===== src/rtl/debounce_sync.sv =====
`timescale 1ns/1ps
// debounce_sync: synchronizes an asynchronous, bouncing input and accepts a
// new level only after it has been seen for DEBOUNCE_CYCLES consecutive
// enabled cycles. Emits the clean level plus one-cycle rise/fall pulses.
module debounce_sync #(
  parameter int unsigned SYNC_STAGES     = 2,
  parameter int unsigned CNT_WIDTH       = 4,
  parameter int unsigned DEBOUNCE_CYCLES = 8,
  parameter logic        RESET_VALUE     = 1'b0
) (
  input  logic clk,
  input  logic rst,
  input  logic din,
  input  logic en,
  output logic q,
  output logic rise,
  output logic fall,
  output logic busy
);

  typedef enum logic {
    STABLE = 1'b0,
    CHECK  = 1'b1
  } state_t;

  localparam logic [CNT_WIDTH-1:0] CNT_LAST = CNT_WIDTH'(DEBOUNCE_CYCLES - 1);
  localparam logic [CNT_WIDTH-1:0] CNT_ONE  = CNT_WIDTH'(1);

  logic [SYNC_STAGES-1:0] sync_q, sync_d;
  logic                   sync_out;
  state_t                 state_q, state_d;
  logic [CNT_WIDTH-1:0]   cnt_q, cnt_d;
  logic                   q_q, q_d;
  logic                   rise_q, rise_d;
  logic                   fall_q, fall_d;

  // Synchronizer chain shifts every cycle, independent of en.
  always_comb begin
    sync_d = {sync_q[SYNC_STAGES-2:0], din};
  end

  assign sync_out = sync_q[SYNC_STAGES-1];

  // Synchronizer register.
  always_ff @(posedge clk or negedge rst) begin
    if (!rst) begin
      sync_q <= {SYNC_STAGES{RESET_VALUE}};
    end else begin
      sync_q <= sync_d;
    end
  end

  // Next-state, counter and output qualification logic.
  always_comb begin
    state_d = state_q;
    cnt_d   = cnt_q;
    q_d     = q_q;
    rise_d  = 1'b0;
    fall_d  = 1'b0;
    case (state_q)
      STABLE: begin
        if ((sync_out != q_q) && en) begin
          state_d = CHECK;
          cnt_d   = CNT_ONE;
        end else begin
          cnt_d   = '0;
        end
      end
      CHECK: begin
        if (en) begin
          if (sync_out == q_q) begin
            state_d = STABLE;
            cnt_d   = '0;
          end else if (cnt_q == CNT_LAST) begin
            q_d     = sync_out;
            rise_d  = sync_out;
            fall_d  = ~sync_out;
            state_d = STABLE;
            cnt_d   = '0;
          end else begin
            cnt_d   = cnt_q + CNT_ONE;
          end
        end
      end
      default: begin
        state_d = STABLE;
        cnt_d   = '0;
      end
    endcase
  end

  // FSM state, counter and registered outputs.
  always_ff @(posedge clk or negedge rst) begin
    if (!rst) begin
      state_q <= STABLE;
      cnt_q   <= '0;
      q_q     <= RESET_VALUE;
      rise_q  <= 1'b0;
      fall_q  <= 1'b0;
    end else begin
      state_q <= state_d;
      cnt_q   <= cnt_d;
      q_q     <= q_d;
      rise_q  <= rise_d;
      fall_q  <= fall_d;
    end
  end

  assign q    = q_q;
  assign rise = rise_q;
  assign fall = fall_q;
  assign busy = (state_q == CHECK);

endmodule


===== config.mk =====
export PLATFORM = sky130hd
export DESIGN_NAME = debounce_sync
export DESIGN_NICKNAME = d
export VERILOG_FILES = /design/src/rtl/debounce_sync.sv
export SDC_FILE = /design/constraint.sdc
export NUM_CORES = 1
export LEC_CHECK = 0
export BUFFER_PORTS_ARGS = -buffer_cell sky130_fd_sc_hd__buf_4
export CAP_MARGIN = 20
export CORE_AREA = 2 2 39 41
export CTS_CLUSTER_SIZE = 14
export DETAILED_ROUTE_END_ITERATION = 7
export DIE_AREA = 0 0 41 43
export HOLD_SLACK_MARGIN = 0.15
export MAX_ROUTING_LAYER = met4
export PLACE_DENSITY = 0.56
export SLEW_MARGIN = 30
export SYNTH_ARGS = -nofsm -noshare
export SYNTH_HDL_FRONTEND = slang
export SYNTH_SLANG_ARGS = --single-unit

===== constraint.sdc =====
create_clock -name clk -period 1.2 [get_ports clk]
set_input_delay 0.06 -clock clk [delete_from_list [all_inputs] [get_ports clk]]
set_output_delay 0.06 -clock clk [all_outputs]
set_load 0.02 [all_outputs]

==> results of run 1 <==
## worst paths after layout
check / from / endpoint / slack [ns]
worst max register to register: cnt_q[0] / cnt_q[3] / -0.13
worst min register to register: sync_q[0] / sync_q[1] / 0.36
worst min-delay path: rst / sync_q[0] / 0.15
min in group clk: en / cnt_q[2] / 0.17
max in group asynchronous: rst / sync_q[1] / 0.90
worst max-delay path: cnt_q[0] / cnt_q[3] / -0.13
## routing by layer
layer	global-route usage	vias to the layer above	part of all wire
li1	-	171	-
met1	0.150	173	0.38
met2	0.184	6	0.57
met3	0.0157	2	0.033
met4	0.120	0	0.012
met5	-	-	0
## where the power goes
group / total (mW) / switching [mW] / internal, mW
Combinational: 0.0831 / 0.0406 / 0.0425
Sequential: 0.356 / 0.00795 / 0.348
Clock: 0.238 / 0.110 / 0.128
Total: 0.677 / 0.158 / 0.519
## logic make-up (layout without fill, tap and decap cells)
kind of cell | after synthesis | in the layout | synth area share
adder cells (fa/ha/maj) | 1 | 1 | 0.0296
AND/OR/NAND/NOR | 14 | 14 | 0.180
XOR/XNOR | 1 | 1 | 0.0385
multiplexers | 2 | 2 | 0.0503
flip-flops | 10 | 10 | 0.592
AO/OA/AOI/OAI | 6 | 6 | 0.0828
buffers and inverters | 3 | 24 | 0.0266
## cells in the mapped netlist, drive strengths merged
| master | count |
|---|---|
| o21ai | 1 |
| or3 | 2 |
| nand2 | 5 |
| o22ai | 1 |
| inv | 3 |
| o32ai | 1 |
| nor3b | 2 |
| nand4b | 1 |
| mux2 | 1 |
| or2 | 1 |
| xor2 | 1 |
| mux2i | 1 |
| nand3 | 3 |
| ha | 1 |
| dfrtp | 10 |
| a21oi | 3 |
## flip-flops by register name, indices dropped and copies added (netlist names)
| register | flops |
|---|---|
| busy | 1 |
| fall | 1 |
| sync_q | 2 |
| cnt_q | 4 |
| rise | 1 |
| q | 1 |
## worst max-delay path, cell delays in order (launching register included)
cell and delay (ns):
dfrtp_1 0.39, ha_2 0.21, or3_4 0.39, o32ai_2 0.26
## cell type report
cell class | count | area [um^2] | share of cell area
flip-flops and latches | 10 | 253 | 0.399
multi-input cells | 24 | 185 | 0.292
repair buffers | 17 | 138 | 0.217
clock buffers | 4 | 26.3 | 0.0415
well taps | 16 | 20.0 | 0.0316
inverters | 3 | 11.3 | 0.0178
## per-stage QoR
stage | utilization | setup TNS (ns) | cell area (um^2) | power [mW]
after floorplan | - | -0.0825 | 424 | 0.387
after global placement | 0.392 | -0.237 | 542 | 0.428
after detailed placement | 0.392 | -0.238 | 542 | 0.427
after CTS | 0.447 | -0.179 | 618 | 0.684
after global routing | 0.458 | -0.693 | 633 | 0.716
final | 0.458 | -0.314 | 633 | 0.677
## timing repair
item	in CTS	in global routing
hold buffers	4	2
endpoints found under the setup margin	4	15
pin swaps	3	3
endpoints found under the hold margin	15	3
resized for setup	2	4
==> metrics.txt, run 1 <==
failing checks setup timing; startpoint types flop; Area contributors post-synth dfrtp_1, nand2_1, xor2_2; Achievable Freq between 0.7 and 0.8 GHz; Final Hold Fails 0; post-route non-filler standard cell count between 70 and 80; fin. max-slew vios 0; Routed WL per cell between 10 and 15 um; CP Max Fanout 3; Max Cap Viol 0; Pleak just under 0.3 nW; pre-CTS worst setup slack -0.130 ns; clock latency on the worst-skew pair roughly 0.26 ns; syn avg cell area approximately 11 um^2; global-route wire length before repair 1440 um; Fillers around 140; TritonCTS buffer count 3; count of final setup violators 5; NumNets Final 64; Final Cycle Share 1.11; Mapped Area between 400 and 500 um^2; H-tree depth 1; total routing usage reported by global routing 0.130; Yosys top cell area share 0.592; Core Footprint roughly 1400 um^2; Max transition margin 0.870; Final HPWL DP ~580 um; Rows 14; CP required between 1 and 1.5 ns; Crit. End Element flop; die footprint between 1500 and 2000 um^2; depth of the worst register-to-register path 3; Synth Net Count 42; DR pass1 iterations 2; Seq cells post-synth 10; number of routed nets with antenna violations 0; leading area contributor after synthesis dfrtp_1; Die Height about 43 um; Max IR drop VDD 562 uV; Setup Buffers After CTS 0; CP Class reg2reg; IO buf count 7; Initial Util 0.306; Vias about 350; First DRT Iteration DRCs 5; min setup slack post-route -0.130 ns; commonest non-fill, non-tap cells in the layout buf_4, dfrtp_1, nand2_1; cell count after placement 66; status finished with violations; Post-Route Skew 0.00257 ns; final hold slack between 0.15 and 0.2 ns; Hold Crit Class in2async; CTS tree done; WP data arrival 1.50 ns; global route total overflow 0; n_diodes 0; Synth Warn # 0; pin count of the biggest net entering global routing 11; Final Wtd Congestion between 0.7 and 0.8; final WL approximately 950 um; worst slew pin tran approximately 0.19 ns; Tmin final around 1.3 ns; Horiz. Die Dim 41 um; Mapped Cells 37; vias in the first global route between 300 and 400; vias per cell 4.76; sequential element share of the synthesized area 0.592; Distinct cells, synth 16; initial antenna violation count 0; Root Buffer clkbuf_4; Layout area overhead 49.7%; pwr dens 1070 nW/um^2; clock-pin transition on the worst setup and hold timing paths roughly 0.06 ns; commonest non-fill, non-tap cell in the layout buf_4; CTS Buffer Depth 2; number of I/O pins 8; DRC 0; clock sink total 10; RSZ-0062 raised after global routing true; share of cells above drive strength 1 0.431
Note: power is estimated with default switching activity, not from simulation.
==> inputs of run 2 (changes only) <==
PLACE_DENSITY = 0.6   (was 0.56)
clock period = 1.4 ns   (was 1.2 ns; I/O delays follow)
==> metrics.txt, run 2 (same netlist as run 1, synthesis figures left out) <==
CP max-delay cell dfrtp_1; number of I/O pins 8; crit-path cells ha_2 > nand4b_1 > or2_4 > mux2_2; TritonCTS buffer count 3; n_diodes 0; Max Cap Viol 0; WP data arrival roughly 1.5 ns; Root Buffer clkbuf_4; Core Footprint between 1000 and 1500 um^2; final WL slightly below 800 um; final instance area 582 um^2; CTS Buffer Depth 2; Tmin final between 1 and 1.5 ns; clock-pin transition on the worst setup and hold timing paths roughly 0.060 ns; Max transition margin 0.834; final hold slack ~0.17 ns; Fin Setup TNS 0 ns; CP required 1.55 ns; Largest Register cnt_q; number of routed nets with antenna violations 0; worst slew pin tran ~0.25 ns; global-route wire length before repair about 1200 um; Final Cycle Share 0.955; Achievable Freq 0.748 GHz; depth of the worst register-to-register path 4; Final Wtd Congestion ~0.74; DRC 0; die footprint between 1500 and 2000 um^2; Hold Crit Class in2async; Max IR drop VDD about 540 uV; Util after Layout 0.420; NumNets Final 59; pwr dens around 1100 nW/um^2; Post-Route Skew approximately 0.0018 ns; First DRT Iteration DRCs 5; CP Max Fanout 3; CTS tree done; DR pass1 iterations 4; commonest non-fill, non-tap cells in the layout dfrtp_1, buf_4, nand2_1; initial antenna violation count 0; vias per cell between 4 and 5; CP Class reg2reg; Fillers 134; Final Hold Fails 0; max reg flops 4; share of cells above drive strength 1 0.321; commonest non-fill, non-tap cell in the layout dfrtp_1; dpl cell area 495 um^2; status finished clean; Pwr Total approximately 610 uW; H-tree depth 1; Layout area overhead 37.6%; Regs by FF count cnt_q (4), sync_q (2); Vias ~320; total routing usage reported by global routing 0.110; startpoint types flop; clock latency on the worst-skew pair 0.26 ns; clock sink total 10; Crit path largest cell delay between 0.3 and 0.4 ns; Initial Util 0.306; Routed WL per cell about 11 um; IO buf count 7; Horiz. Die Dim 41 um; Rows 14; pin count of the biggest net entering global routing 11; global route total overflow 0; Die Height 43 um; count of final setup violators 0; fin. max-slew vios 0; vias in the first global route 280; Final HPWL DP between 500 and 600 um; Crit. End Element flop; Pleak approximately 0.28 nW
run 2: layer usage:
layer | track usage | vias to the layer above | routed length [um]
met2 | 0.128 | 11 | 357
met5 | - | - | 0
met3 | 0.0628 | 2 | 47
met1 | 0.137 | 142 | 363
met4 | 0.0800 | 0 | 14
li1 | - | 161 | -
run 2: what timing repair did:
action | CTS | global route
endpoints found under the setup margin | 0 | 1
setup buffers | 0 | 2
hold buffers | 3 | 0
gates resized for setup | 0 | 2
hold endpoints to repair | 16 | 0
run 2: area by class of cell:
cell class / instances / area, um^2 / area share
inverter: 3 / 11.3 / 0.0194
multi-input combinational: 24 / 166 / 0.286
timing repair buffer: 12 / 97.6 / 0.168
clock buffer: 4 / 36.3 / 0.0624
sequential: 10 / 250 / 0.430
tap: 16 / 20.0 / 0.0344
run 2: critical path: cells and delay by family (launching register included):
family / cells / cell delay, ns
fa+ha+maj: 1 / 0.20
flops: 1 / 0.38
mux: 1 / 0.27
simple gates: 2 / 0.38
run 2: final timing paths:
kind / start / to / slack (ns)
setup reg to reg: cnt_q[1] / q / 0.06
hold reg to reg: sync_q[0] / sync_q[1] / 0.35
hold / removal: rst / q / 0.17
setup / recovery: cnt_q[1] / q / 0.06
min in group clk: sync_q[0] / sync_q[1] / 0.35
max in group asynchronous: rst / rise / 1.09
run 2: stage by stage:
step	setup slack [ns]	cells
finish	0.0628	69
global route	-0.00885	69
CTS	0.0489	67
detailed placement	0.0570	60
global placement	0.0452	60
floorplan	0.128	37
run 2: power breakdown:
group	total (mW)	switching, mW	internal [mW]
Combinational	0.0547	0.0277	0.0269
Clock	0.253	0.0957	0.158
Sequential	0.306	0.00888	0.298
Total	0.615	0.132	0.482
